File: src/rtl/seg_scan_driver.sv
// Time-multiplexed scanner for a common-anode seven-segment display: walks the
// digits of a frame-buffered value, blanking at each slot start to avoid ghosting.
module seg_scan_driver #(
  parameter int DIGITS = 4,
  parameter int DIV    = 50000,
  parameter int BLANK  = 1000
) (
  input  logic                  clk,
  input  logic                  rst_n,
  input  logic                  load,
  input  logic [4*DIGITS-1:0]   value,
  input  logic                  lz_suppress,
  output logic [3:0]            bcd,
  output logic [DIGITS-1:0]     digit_en_n,
  output logic                  blank,
  output logic                  frame_done
);

  localparam int CNT_W = (DIV > 1) ? $clog2(DIV) : 1;
  localparam int IDX_W = (DIGITS > 1) ? $clog2(DIGITS) : 1;
  localparam logic [CNT_W-1:0] CNT_MAX = CNT_W'(DIV - 1);
  localparam logic [IDX_W-1:0] IDX_MAX = IDX_W'(DIGITS - 1);
  localparam logic [CNT_W-1:0] BLANK_END = CNT_W'(BLANK);

  logic [CNT_W-1:0]    cnt_q, cnt_d;
  logic [IDX_W-1:0]    idx_q, idx_d;
  logic [4*DIGITS-1:0] active_q, active_d;
  logic [4*DIGITS-1:0] pending_q, pending_d;
  logic                pend_valid_q, pend_valid_d;
  logic [3:0]          bcd_q, bcd_d;
  logic [DIGITS-1:0]   digit_en_n_q, digit_en_n_d;
  logic                blank_q, blank_d;
  logic                frame_done_q, frame_done_d;

  logic                slot_wrap;
  logic                frame_wrap;
  logic [DIGITS-1:0]   nib_zero;
  logic [DIGITS-1:0]   zero_from;
  logic                suppress_d;

  assign slot_wrap  = (cnt_q == CNT_MAX);
  assign frame_wrap = slot_wrap && (idx_q == IDX_MAX);

  always_comb begin
    cnt_d = slot_wrap ? '0 : cnt_q + 1'b1;
    idx_d = idx_q;
    if (slot_wrap) begin
      idx_d = (idx_q == IDX_MAX) ? '0 : idx_q + 1'b1;
    end
  end

  // A load on the frame edge lands in pending and survives into the next frame,
  // while the previously pending value is the one promoted to active.
  always_comb begin
    pending_d    = pending_q;
    pend_valid_d = pend_valid_q;
    active_d     = active_q;
    if (frame_wrap && pend_valid_q) begin
      active_d     = pending_q;
      pend_valid_d = 1'b0;
    end
    if (load) begin
      pending_d    = value;
      pend_valid_d = 1'b1;
    end
  end

  // zero_from[k] is set when nibbles k..DIGITS-1 of the next active value are all zero.
  genvar gi;
  generate
    for (gi = 0; gi < DIGITS; gi++) begin : g_lz
      assign nib_zero[gi]  = (active_d[4*gi +: 4] == 4'h0);
      assign zero_from[gi] = &nib_zero[DIGITS-1:gi];
    end
  endgenerate

  assign suppress_d = lz_suppress && (idx_d != '0) && zero_from[idx_d];

  always_comb begin
    bcd_d        = active_d[4*idx_d +: 4];
    blank_d      = (cnt_d < BLANK_END);
    frame_done_d = frame_wrap;
    digit_en_n_d = '1;
    if (!blank_d && !suppress_d) begin
      digit_en_n_d[idx_d] = 1'b0;
    end
  end

  always_ff @(posedge clk or negedge rst_n) begin
    if (!rst_n) begin
      cnt_q        <= '0;
      idx_q        <= '0;
      active_q     <= '0;
      pending_q    <= '0;
      pend_valid_q <= 1'b0;
      bcd_q        <= 4'h0;
      digit_en_n_q <= '1;
      blank_q      <= 1'b1;
      frame_done_q <= 1'b0;
    end else begin
      cnt_q        <= cnt_d;
      idx_q        <= idx_d;
      active_q     <= active_d;
      pending_q    <= pending_d;
      pend_valid_q <= pend_valid_d;
      bcd_q        <= bcd_d;
      digit_en_n_q <= digit_en_n_d;
      blank_q      <= blank_d;
      frame_done_q <= frame_done_d;
    end
  end

  assign bcd        = bcd_q;
  assign digit_en_n = digit_en_n_q;
  assign blank      = blank_q;
  assign frame_done = frame_done_q;

endmodule

File: config.mk
export PLATFORM = sky130hd
export DESIGN_NAME = seg_scan_driver
export DESIGN_NICKNAME = d
export VERILOG_FILES = /design/src/rtl/seg_scan_driver.sv
export SDC_FILE = /design/constraint.sdc
export NUM_CORES = 1
export LEC_CHECK = 0
export BUFFER_PORTS_ARGS = -buffer_cell sky130_fd_sc_hd__buf_4
export CORE_ASPECT_RATIO = 0.7
export CORE_UTILIZATION = 52
export DETAILED_ROUTE_END_ITERATION = 10
export PLACE_DENSITY = 0.75
export SETUP_SLACK_MARGIN = 0.02
export SLEW_MARGIN = 20
export SYNTH_ARGS = -nofsm -noshare
export SYNTH_HDL_FRONTEND = slang
export SYNTH_SLANG_ARGS = --single-unit
File: constraint.sdc
create_clock -name clk -period 2.4 [get_ports clk]
set_clock_uncertainty 0.1 [all_clocks]
set_input_delay 0.24 -clock clk [delete_from_list [all_inputs] [get_ports clk]]
set_output_delay 0.24 -clock clk [all_outputs]
set_load 0.02 [all_outputs]
==> reports/metrics.json <==
{
  "outcome": {
    "outcome": "finished with violations",
    "failed_checks": "negative setup slack"
  },
  "floorplanning": {
    "initial_utilization": 0.545,
    "floorplan.core_area_sq_um": 5260,
    "die_h_um": 64.1,
    "io-pin-count": 30,
    "design.die.area_sq_um": 5810,
    "row_count": 22,
    "die_w_um": 90.7
  },
  "timing": {
    "tightestPinTransition_ns": 0.732,
    "whs_ns": 0.0275,
    "finalCriticalPeriod_ns": 2.45,
    "achievable-frequency_mhz": 408,
    "timing.final.crit_share": 1.02,
    "maxSlewViolCount": 0,
    "timing.final.hold_violations": 0,
    "setup_viol_count_final": 3,
    "worst_slack_ns": -0.0514,
    "slew-limit-headroom": 0.512,
    "grt_setup_unrepaired": "yes"
  },
  "synth": {
    "post_synth_instance_area_sq_um": 2860,
    "synth_seq_area_share": 0.535,
    "synth-edff-count": 0,
    "synth.yosys.warnings": 0,
    "mappedNetlistNets": 259,
    "synth_seq_cells": 61,
    "synth_top_cells_by_area": "dfrtp_1 (49%), mux2_2 (9.4%), mux2i_1 (4.9%)",
    "synth_top_area_frac": 0.490,
    "post_synth.cell_area_avg_sq_um": 12.1,
    "ys.flop_type": "dfrtp_1",
    "synth.distinct_cells": 47,
    "async_reset_ff_frac": 1.00,
    "synth_top_area_cell": "dfrtp_1",
    "synthesis.instances": 237
  },
  "grt": {
    "first_global_vias": 1868,
    "gr-total-overflow": 0,
    "most_congested_layer_reported_by_global_routing": "met1",
    "grt_usage": 0.216,
    "grtUsageMet2": 0.289,
    "pin_count_of_the_biggest_net_entering_global_routing": 62,
    "grt_pass1_wl_um": 9380,
    "grt_use_met3": 0.0714,
    "grt_use_met1": 0.324,
    "grt_antenna_before_repair": 0
  },
  "route": {
    "aggregate_routed_wire_length_um": 5940,
    "avgRoutedWirePerCell_um": 15.9,
    "vias_per_cell": 5.53,
    "route.vias.total": 2061,
    "first_pass_iters": 4,
    "dr.first_iter.drc_count": 134,
    "drc": 0,
    "route.antenna.remaining_nets": 0
  },
  "finish": {
    "layout.cells.non_filler": 373,
    "num_antenna_cells": 0,
    "num-nets-final": 318,
    "layout-drive-gt1-share": 0.422,
    "area_growth_synth_to_finish_pct": 27.8,
    "post-route-util": 0.696,
    "multi_input_area_sq_um": 1330,
    "register_area_sq_um": 1530,
    "final.fill_count": 368
  },
  "clock_tree": {
    "cts.path.max_buffers": 2,
    "clock_tree_from_tritoncts": "built",
    "cts_inserted_buffers": 9,
    "numClockSinks": 61,
    "clock_tree.root_cell": "clkbuf_8",
    "clkSlewWorstSetupHoldPaths_ns": 0.07,
    "h_tree_level_count": 3,
    "worst_skew_pair.late_latency_ns": 0.34
  },
  "worst_setup_path": {
    "setup.worst_path.class": "reg2reg",
    "critical_path.startpoint_type": "flop",
    "cp-endpoint": "bcd[3]",
    "path_max_fanout": 4,
    "timing.rr.start": "cnt_q[4]",
    "timing.critical_path.arrival_ns": 2.57,
    "r2r.worst_path.cells": 7,
    "reg2reg_to": "bcd[3]",
    "regToRegSetupSlack_ns": -0.05,
    "worst_setup_path_end_kind": "flop",
    "timing.critical_path.required_ns": 2.51,
    "startpoint": "cnt_q[4]"
  },
  "pwr": {
    "fin_total_pwr_mw": 2.05,
    "max_rail_drop_vdd_mv": 0.349,
    "power-per-cell-area_nw_per_um2": 562,
    "leakage_nw": 1.72
  },
  "placed_design": {
    "place_worst_setup_slack_ns": -0.0515,
    "hpwl_um": 4000,
    "placed_cells": 352,
    "numPortBuffers": 29,
    "gp_congestion": 0.834
  },
  "min_path": {
    "worstHoldPathType": "in2reg"
  },
  "flow_run": {
    "maxCapViolations": 0
  }
}
[layout make-up]
type	instances	area share
Tap cell	72	0.0246
Multi-Input combinational cell	159	0.363
Timing Repair Buffer	59	0.135
Clock inverter	4	0.0130
Clock buffer	12	0.0397
Inverter	6	0.00616
Sequential cell	61	0.419
[where the power goes]
group | total [mW] | internal, mW | switching [mW]
clock | 0.893 | 0.505 | 0.388
sequential | 1.08 | 1.06 | 0.0192
combinational | 0.0860 | 0.0483 | 0.0377
total | 2.05 | 1.61 | 0.445
[cells by family after synthesis]
family,count (synthesis),synth area share
multiplexers,48,0.187
buffers and inverters,17,0.0293
flip-flops,61,0.535
adder cells (fa/ha/maj),2,0.00874
XOR/XNOR,12,0.0367
AND/OR/NAND/NOR,68,0.139
AO/OA/AOI/OAI,29,0.0647
[flip-flops by register name, indices dropped and copies added (netlist names)]
signal / flops
idx_q: 2
frame_done: 1
digit_en_n: 4
blank: 1
bcd: 4
active_q: 16
pend_valid_q: 1
pending_q: 16
cnt_q: 16
[layer usage]
metal | vias up | wire length, um
met3 | 7 | 272
met2 | 54 | 2540
met4 | 0 | 58
met1 | 1015 | 3070
li1 | 985 | -
met5 | - | 0
[cell usage in the layout (no fill, tap or decap), types with 4 or more instances in the layout]
cell type	count
mux2_4	9
mux2_2	23
xor2_1	7
nor2_1	9
dfstp_2	5
dfrtp_1	56
nor3_1	5
buf_4	55
nand4_1	5
xnor2_1	5
clkbuf_8	10
mux2i_1	12
a21oi_1	9
inv_1	4
nand3_1	7
nor4_1	6
nand2_1	13
[what timing repair did]
action                                  in CTS  in global routing
endpoints found under the hold margin       56                  0
setup buffers                                2                  0
hold buffers                                 1                  0
endpoints found under the setup margin       6                  9
cloned                                       0                  2
resized for setup                            6                 19
[through the flow]
step           setup TNS [ns]  area [sq um]
6_report              -0.0966          3660
2_1_floorplan               0          2860
5_1_grt                -0.412          3660
4_1_cts                     0          3550
3_5_place_dp          -0.0624          3310
3_3_place_gp                0          3310
[worst max-delay path, stage by stage (launching register included)]
cell       delay [ns]
dfrtp_1          0.39
or4b_4           0.57
nor4_4           0.17
and3_4           0.27
clkbuf_16        0.16
mux2_2           0.35
mux2i_1          0.20
mux2i_1          0.12
[synth_stat cells, types with 3 or more instances]
| library cell | number |
|---|---|
| nor3_1 | 6 |
| mux2_1 | 9 |
| nand2_1 | 13 |
| xnor2_1 | 5 |
| dfrtp_1 | 56 |
| a211oi_1 | 3 |
| clkbuf_1 | 7 |
| nor2_1 | 9 |
| nand4_1 | 5 |
| nor4_1 | 6 |
| a21oi_1 | 10 |
| dfstp_2 | 5 |
| xor2_1 | 7 |
| inv_1 | 4 |
| mux2_2 | 24 |
| and3_1 | 4 |
| o21ai_0 | 3 |
| mux2i_1 | 14 |
| nand3_1 | 8 |
[how the worst min path moves through the flow]
stage	start	end	slack [ns]	depth (start not counted)
CTS	value[12]	pending_q[12]	0.02	2
floorplan	rst_n	active_q[0]	-0.16	0
global placement	rst_n	pending_q[1]	0.26	1
finish	value[0]	pending_q[0]	0.03	2
global route	value[6]	pending_q[6]	0.02	2
detailed placement	rst_n	pending_q[1]	0.26	1
No activity file was read; power rests on OpenSTA's default activity.
